$ cat src/rtl/lvds_rx_align_ctrl.sv
// ============================================================================
// Module      : lvds_rx_align_ctrl
// Description : LVDS RX alignment sequencer. It requests PHY alignment, waits
//               for all lanes to report aligned, checks that they stay aligned,
//               then monitors for lock loss. The retry count is bounded.
//               Optional macro LVDS_ALIGN_LOSS_CNT_EN adds a lock-loss counter.
// Revision    : 1.0 - initial release
// ============================================================================
`default_nettype none

module lvds_rx_align_ctrl #(
    parameter int C_LANE_NUM       = 2,
    parameter int C_REQ_CYCLES     = 4,
    parameter int C_TIMEOUT_CYCLES = 4096,
    parameter int C_STABLE_CYCLES  = 64,
    parameter int C_MAX_RETRY      = 8
) (
    input  logic                  CLKDIV_I,
    input  logic                  RSTN_I,
    input  logic                  START_I,
    input  logic [C_LANE_NUM-1:0] BIT_ALIGN_I,
    input  logic [C_LANE_NUM-1:0] BYTE_ALIGN_I,
    output logic                  INIT_REQ_O,
    output logic                  LOCKED_O,
    output logic                  FAIL_O,
    output logic                  BUSY_O,
    output logic [3:0]            RETRY_CNT_O,
    output logic [2:0]            STATE_O,
    output logic [15:0]           LOSS_CNT_O
);

    localparam logic [2:0] ST_IDLE   = 3'd0;
    localparam logic [2:0] ST_REQ    = 3'd1;
    localparam logic [2:0] ST_WAIT   = 3'd2;
    localparam logic [2:0] ST_VERIFY = 3'd3;
    localparam logic [2:0] ST_LOCKED = 3'd4;
    localparam logic [2:0] ST_FAIL   = 3'd5;

    localparam logic [15:0] C_REQ_LAST   = 16'(C_REQ_CYCLES - 1);
    localparam logic [15:0] C_TMO_LAST   = 16'(C_TIMEOUT_CYCLES - 1);
    localparam logic [15:0] C_STB_LAST   = 16'(C_STABLE_CYCLES - 1);
    localparam logic [3:0]  C_RETRY_LAST = 4'(C_MAX_RETRY - 1);

    logic [2:0]  state_q, state_d;
    logic [15:0] cnt_q, cnt_d;
    logic [3:0]  retry_q, retry_d;
    logic        all_ok;

    assign all_ok = (&BIT_ALIGN_I) & (&BYTE_ALIGN_I);

    // cnt_q is shared by REQ, WAIT and VERIFY; every state change clears it.
    always_comb begin
        state_d = state_q;
        cnt_d   = cnt_q + 16'd1;
        retry_d = retry_q;
        case (state_q)
            ST_IDLE: begin
                cnt_d = '0;
                if (START_I) begin
                    retry_d = '0;
                    state_d = ST_REQ;
                end
            end
            ST_REQ: begin
                if (cnt_q == C_REQ_LAST) begin
                    cnt_d   = '0;
                    state_d = ST_WAIT;
                end
            end
            ST_WAIT, ST_VERIFY: begin
                if (state_q == ST_WAIT ? all_ok : (all_ok && cnt_q == C_STB_LAST)) begin
                    cnt_d   = '0;
                    state_d = (state_q == ST_WAIT) ? ST_VERIFY : ST_LOCKED;
                end else if (state_q == ST_WAIT ? (cnt_q == C_TMO_LAST) : !all_ok) begin
                    cnt_d = '0;
                    if (retry_q == C_RETRY_LAST) begin
                        state_d = ST_FAIL;
                    end else begin
                        retry_d = retry_q + 4'd1;
                        state_d = ST_REQ;
                    end
                end
            end
            ST_LOCKED: begin
                cnt_d = '0;
                if (!all_ok || START_I) begin
                    retry_d = '0;
                    state_d = ST_REQ;
                end
            end
            ST_FAIL: begin
                cnt_d = '0;
                if (START_I) begin
                    retry_d = '0;
                    state_d = ST_REQ;
                end
            end
            default: begin
                cnt_d   = '0;
                retry_d = '0;
                state_d = ST_IDLE;
            end
        endcase
    end

    // Status flags are decoded from the next state so they track STATE_O exactly.
    always_ff @(posedge CLKDIV_I or negedge RSTN_I) begin
        if (!RSTN_I) begin
            state_q    <= ST_IDLE;
            cnt_q      <= '0;
            retry_q    <= '0;
            INIT_REQ_O <= 1'b0;
            LOCKED_O   <= 1'b0;
            FAIL_O     <= 1'b0;
            BUSY_O     <= 1'b0;
        end else begin
            state_q    <= state_d;
            cnt_q      <= cnt_d;
            retry_q    <= retry_d;
            INIT_REQ_O <= (state_d == ST_REQ);
            LOCKED_O   <= (state_d == ST_LOCKED);
            FAIL_O     <= (state_d == ST_FAIL);
            BUSY_O     <= (state_d == ST_REQ) || (state_d == ST_WAIT) || (state_d == ST_VERIFY);
        end
    end

    assign STATE_O     = state_q;
    assign RETRY_CNT_O = retry_q;

`ifdef LVDS_ALIGN_LOSS_CNT_EN
    logic [15:0] loss_q;
    logic        loss_inc;

    assign loss_inc = (state_q == ST_LOCKED) && !all_ok;

    always_ff @(posedge CLKDIV_I or negedge RSTN_I) begin
        if (!RSTN_I) begin
            loss_q <= '0;
        end else if (loss_inc && (loss_q != 16'hFFFF)) begin
            loss_q <= loss_q + 16'd1;
        end
    end

    assign LOSS_CNT_O = loss_q;
`else
    assign LOSS_CNT_O = '0;
`endif

endmodule

`default_nettype wire

$ cat config.mk
export PLATFORM = sky130hd
export DESIGN_NAME = lvds_rx_align_ctrl
export DESIGN_NICKNAME = d
export VERILOG_FILES = /design/src/rtl/lvds_rx_align_ctrl.sv
export SDC_FILE = /design/constraint.sdc
export NUM_CORES = 1
export LEC_CHECK = 0
export BUFFER_PORTS_ARGS = -buffer_cell sky130_fd_sc_hd__buf_2
export CORE_ASPECT_RATIO = 1.5
export CORE_MARGIN = 1
export CORE_UTILIZATION = 44
export DETAILED_ROUTE_END_ITERATION = 10
export HOLD_SLACK_MARGIN = 0.02
export PLACE_DENSITY = 0.62
export SLEW_MARGIN = 20
export SYNTH_ARGS = -nofsm -noshare
export SYNTH_HDL_FRONTEND = slang
export SYNTH_SLANG_ARGS = --single-unit
export TNS_END_PERCENT = 100
$ cat constraint.sdc
create_clock -name CLKDIV_I -period 2.7 [get_ports CLKDIV_I]
set_input_delay 0 -clock CLKDIV_I [delete_from_list [all_inputs] [get_ports CLKDIV_I]]
set_output_delay 0 -clock CLKDIV_I [all_outputs]
set_load 0.01 [all_outputs]
Word level (Yosys, flattened, before mapping)
Index checks and enable logic that the tools add are counted.
- output and inout port bits: 27
- register bits after elaboration: 27
- bitwise operators: 2
- eq/ne operators: 19
- muxes and demuxes: 20
- reductions and logical operators: 11
- $add $sub $neg: 2
- operators by type and width (kind ; number):
    16-bit two-way mux ; 3
    16-bit one-hot mux with 2 select lines ; 1
    3-bit two-way mux ; 7
    4-bit two-way mux ; 5
    16-bit by 1-bit adder with 16-bit output (second input constant) ; 1
    16-bit by 12-bit == test with 1-bit output (second input constant) ; 1
    16-bit by 2-bit == test with 1-bit output (second input constant) ; 1
    16-bit by 6-bit == test with 1-bit output (second input constant) ; 1
    4-bit one-hot mux with 4 select lines ; 1
    3-bit by 2-bit == test with 1-bit output (second input constant) ; 4
    3-bit == test (second input constant) ; 4
    3-bit one-hot mux with 4 select lines ; 1
    2-bit != test (second input constant) ; 4
    3-bit by 1-bit == test with 1-bit output (second input constant) ; 2
    6-bit AND reduction ; 1
    4-bit by 1-bit adder with 4-bit output (second input constant) ; 1
    4-bit by 3-bit == test with 1-bit output (second input constant) ; 1
    2-bit AND reduction ; 2
    2-bit OR reduction ; 2
    3-bit zero test ; 1
    1-bit logical OR ; 3
    1-bit two-way mux ; 2
    2-bit by 1-bit != test with 1-bit output (second input constant) ; 1
    1-bit bitwise AND ; 1
    3 further kinds ; 3

Longest topological paths before layout
- depth in word-level cells: 10
- depth in mapped cells: 7
- gate-level depth less buffers: 6

Least setup slack after synthesis
OpenSTA, ideal clock, no wires.
- kind: reg2reg
- start point: register cnt_q[12]
- end point: register retry_q[3], in the netlist RETRY_CNT_O[3]
- stages on the path, launching flop included: 6
- path slack: 0.506 ns
- buffers on the path: 0
- clock period less this slack: 2.194 ns
- arrival time: 2.116 ns
- library setup time: 0.078 ns
- cell sequence: dfrtp_1 > or4_4 > nor4_4 > o211ai_2 > or4_1 > a21boi_1
- cells in the longest elaborated chain, start to end: 5
- elaborated cells between the ends (all ways): 8
- those cells by class: eq/ne (4); mux (2); reduce/logical (2)
- ends and longest elaborated chain (what ; line ; text):
    start, declared ; 45 ; logic [15:0] cnt_q, cnt_d;
    start signal, assigned ; 118 ; cnt_q <= cnt_d;
    16-bit by 6-bit == test with 1-bit output ; 71 ; if (state_q == ST_WAIT ? all_ok : (all_ok && cnt_q == C_STB_LAST)) begin
    1-bit logical AND ; 71 ;
    1-bit two-way mux ; 71 ;
    2-bit != test (no line) ; n/a ;
    6-bit AND reduction (no line) (*) ; n/a ;
    end signal, assigned ; 119 ; retry_q <= retry_d;
    end, declared ; 46 ; logic [3:0] retry_q, retry_d;
Mark *: on every way between the ends. The rest lies on a longest branch, timed or not.
A chain may end at the register's enable or synchronous reset.

Worst setup path after layout
- start point: register cnt_q[0]
- end point: register BUSY_O
- cells in the longest elaborated chain, start to end: 8
- elaborated cells between the ends (all ways): 15
- those cells by class: eq/ne (6); mux (6); reduce/logical (3)
- ends and longest elaborated chain (what ; line ; text):
    16-bit by 12-bit == test with 1-bit output or 16-bit by 6-bit == test with 1-bit output (tied branches) ; 74, 71 ;
    1-bit two-way mux or 1-bit logical AND (tied branches) ; 74, 71 ;
    3-bit two-way mux or 1-bit two-way mux (tied branches) ; 74, 71 ;
    3-bit two-way mux ; 71 ;
    3-bit one-hot mux with 4 select lines (*) ; 56 ; case (state_q)
    named net state_d[1] ; 44 ; logic [2:0] state_q, state_d;
    3-bit by 1-bit == test with 1-bit output or 3-bit by 2-bit == test with 1-bit output (tied branches) ; 123 ; BUSY_O <= (state_d == ST_REQ) || (state_d == ST_WAIT) || (state_d == ST_VERIFY);
    1-bit logical OR ; 123 ;
    1-bit logical OR (*) ; 123 ;
    end signal, assigned ; 123 ;
    end, declared ; 26 ; output logic BUSY_O,
The timed path passes the listed nets; every way through them passes the cells marked *.

==> flow_summary_export.csv <==
group,metric,value,unit
yosys,synth-main-ff-cell,"sky130_fd_sc_hd__dfrtp_1",
sta,grt_setup_unrepaired,"false",
sta,setup_total_negative_slack,0,ps
grt,vias_in_the_first_global_route,1216,
power_and_ir_drop,p_sw_share,37.8,%
sta,setup_viol_count_final,0,
floorplanning,die-width,51.9,µm
clock_tree,cts_setup_buffers,0,
sta,skew,4.76,ps
setup_path,required,2860,ps
sta,timing.max_slew.rel_slack,52.8,%
grt,wire_length_of_the_first_global_routing_pass,5240,µm
grt,grt_antenna_before_repair,0,
worst_hold_path,holdCritPathClass,"primary input to async pin",
floorplanning,placeableCoreArea,3480,µm²
drt,vias_per_cell,5.42,
place,placement.io_buffers,17,
drt,routed_wirelength,3050,µm
floorplanning,core.rowCount,26,
power_and_ir_drop,p_total,1.25,mW
drt,routed_wl_per_cell,12.9,µm
clock_tree,cts.htree.levels,1,
sta,post-route-min-period,2350,ps
drt,drc,0,
sta,worst_hold_slack,263,ps
status,outcome,"complete, no violations",
clock_tree,ctsRootBufferMaster,"sky130_fd_sc_hd__clkbuf_8",
final_layout,post_route_cells_drive_above_1_share,16.5,%
final_layout,final_nets,204,
power_and_ir_drop,power.net_switching,472,µW
place,gp_routability_congestion,0.855,
drt,drt-pass1-iter-count,4,
power_and_ir_drop,power.internal,779,µW
yosys,count_of_synthesis_stage_warnings_from_yosys,0,
sta,timing_max_transition_violations_final,0,
power_and_ir_drop,seq_power_share,43.7,%
power_and_ir_drop,p_clk_share,17.5,%
yosys,async_set_or_reset_flop_fraction_in_the_synthesized_netlist,100,%
flow_run,drv_cap,0,
power_and_ir_drop,power.density_cell_area,706,nW/µm²
drt,antenna_violating_nets_post_route,0,
power_and_ir_drop,irDropWorstVdd,0.492,mV
yosys,synth-seq-area-share,41.1,%
place,dp.final_hpwl,2350,µm
clock_tree,worst_skew_pair.late_latency,260,ps
clock_tree,tritoncts_num_sinks,27,
setup_path,r2r_setup_slk,350,ps
grt,largest_net_degree_at_the_start_of_global_routing,28,
yosys,yosys.cell_types.count,50,
setup_path,reg2reg_to,"BUSY_O",
yosys,yosysMostFrequentCell,"sky130_fd_sc_hd__dfrtp_1",
floorplanning,fp.dieH,76.9,µm
power_and_ir_drop,power.combinational.fraction,38.8,%
yosys,post_synth_instance_area,1650,µm²
setup_path,worst-endpoint-arrival,2510,ps
grt,global_route.usage.total,16.9,%
drt,vias,1278,
clock_tree,cts_tree,"yes",
final_layout,antenna_cells,0,
floorplanning,die-area,3990,µm²
final_layout,post_layout_nonfiller_instances,236,
sta,fin_crit_sh,87.1,%
setup_path,criticalPathCategory,"flip-flop to flip-flop",
final_layout,syn_to_final_growth,7.76,%
place,placed_cells_incl_taps,231,
yosys,synth_top_area_share,41.1,%
yosys,ys_seq_elements,27,
setup_path,critical_path.startpoint_type,"flip-flop",
floorplanning,floorplan.io_pins,34,
grt,overflow,0,
yosys,synthTopCellsByCount,"sky130_fd_sc_hd__dfrtp_1 (27), sky130_fd_sc_hd__nor2_1 (23), sky130_fd_sc_hd__buf_4 (16), sky130_fd_sc_hd__nand2_1 (12)",
clock_tree,clockBufferDepth,2,
clock_tree,cts_made_buffers,3,
floorplanning,initial_utilization,47.3,%
yosys,yosys_top_cell_by_area,"sky130_fd_sc_hd__dfrtp_1",
sta,clock.fmax,425,MHz
final_layout,final.fill_count,331,
sta,finalHoldViolations,0,
setup_path,r2r_cells,6,
yosys,synth.area.top_cells,"sky130_fd_sc_hd__dfrtp_1 (41%), sky130_fd_sc_hd__buf_4 (7.3%), sky130_fd_sc_hd__nor2_1 (5.2%), sky130_fd_sc_hd__xor2_1 (4.3%), sky130_fd_sc_hd__xnor2_1 (3.2%)",
power_and_ir_drop,p_leak,0.802,nW
setup_path,critPathCaptureType,"flip-flop",
yosys,synthesis.area_per_instance,9.40,µm²
sta,worst_slew_pin_slew,708,ps
drt,drt-initial-drc-count,27,
yosys,post_synth_inst_count,175,
setup_path,regToRegStartpoint,"cnt_q[0]",
final_layout,final_core_utilization,50.9,%
clock_tree,worst_setup_hold_path_clk_slew,90,ps
setup_path,path_max_fanout,5,
yosys,synth-edff-count,0,
[state kept, by name, indices dropped and copies added, names as in the netlist]
name         count
cnt_q           16
RETRY_CNT_O      4
STATE_O          3
BUSY_O           1
FAIL_O           1
INIT_REQ_O       1
LOCKED_O         1
[power by group through the flow]
stage / clock network (mW) / logic [mW] / registers, mW
6_report: 0.219 / 0.485 / 0.547
5_1_grt: 0.247 / 0.550 / 0.559
4_1_cts: 0.230 / 0.490 / 0.548
3_5_place_dp: 0 / 0.485 / 0.556
3_3_place_gp: 0 / 0.484 / 0.549
2_1_floorplan: 0 / 0.353 / 0.546
[critical path, stage by stage (launching register included)]
cell and delay, ps:
sky130_fd_sc_hd__dfrtp_1 420, sky130_fd_sc_hd__ha_1 260, sky130_fd_sc_hd__or3b_2 490, sky130_fd_sc_hd__or4_1 550, sky130_fd_sc_hd__a32oi_1 220, sky130_fd_sc_hd__nand2_1 110, sky130_fd_sc_hd__o21a_1 190
[worst max path at each step]
stage                                 to      start  slack [ps]
final                             BUSY_O   cnt_q[0]         350
after global routing            cnt_q[4]   cnt_q[0]         180
after CTS                         BUSY_O   cnt_q[0]         340
after detailed placement          BUSY_O   cnt_q[0]         370
after global placement    RETRY_CNT_O[3]  cnt_q[12]         430
after floorplan           RETRY_CNT_O[3]  cnt_q[12]         510
[per-layer routing]
metal	routed length, µm	up-vias	track usage [%]
met4	23	0	6.22
met3	83	2	2.58
met2	1690	23	29.5
li1	-	625	-
met5	0	-	0
met1	1250	628	20.0
[cell families after synthesis]
group	Yosys count	synth area share, %
simple gates	77	26.6
fa+ha+maj	2	1.52
xor+xnor	14	7.45
compound gates	25	11.6
flops	27	41.1
mux	3	1.90
buf+inv	26	9.66
other cells	1	0.228
[area by class of cell]
type / instances / area (µm²) / share of cell area [%]
inverter: 6 / 22.5 / 1.27
multi-input combinational: 137 / 867 / 48.9
clock buffer: 4 / 45.0 / 2.54
timing repair buffer: 20 / 110 / 6.21
sequential: 27 / 676 / 38.1
tap: 42 / 52.6 / 2.96
[metrics by stage]
step	setup slack, ps	instance area (µm²)
2_1_floorplan	506	1700
3_5_place_dp	367	1720
4_1_cts	343	1770
5_1_grt	185	1770
3_3_place_gp	428	1720
6_report	347	1770
[what timing repair did]
action	4_1_cts	5_1_grt
hold endpoints to repair	27	0
hold buffers	1	0
resized for setup	0	0
[cell usage in the layout (no fill, tap or decap), types with 2 or more instances in the layout]
master	count
sky130_fd_sc_hd__dfrtp_1	27
sky130_fd_sc_hd__nor2_1	23
sky130_fd_sc_hd__buf_2	17
sky130_fd_sc_hd__conb_1	16
sky130_fd_sc_hd__nand2_1	12
sky130_fd_sc_hd__nand3_1	8
sky130_fd_sc_hd__xor2_1	8
sky130_fd_sc_hd__inv_1	6
sky130_fd_sc_hd__xnor2_1	6
sky130_fd_sc_hd__nor2b_1	4
sky130_fd_sc_hd__nand4_1	4
sky130_fd_sc_hd__or4_1	4
sky130_fd_sc_hd__nor3_1	3
sky130_fd_sc_hd__nand2b_1	3
sky130_fd_sc_hd__clkbuf_8	3
sky130_fd_sc_hd__nand4_2	2
sky130_fd_sc_hd__and4_1	2
sky130_fd_sc_hd__or3b_2	2
sky130_fd_sc_hd__nor4_1	2
sky130_fd_sc_hd__o22ai_1	2
sky130_fd_sc_hd__or3_1	2
sky130_fd_sc_hd__mux2i_1	2
sky130_fd_sc_hd__o21ai_0	2
sky130_fd_sc_hd__a21oi_1	2
sky130_fd_sc_hd__o31ai_1	2
sky130_fd_sc_hd__a21boi_1	2
sky130_fd_sc_hd__ha_1	2
sky130_fd_sc_hd__buf_4	2
No activity file was read; power rests on OpenSTA's default activity.
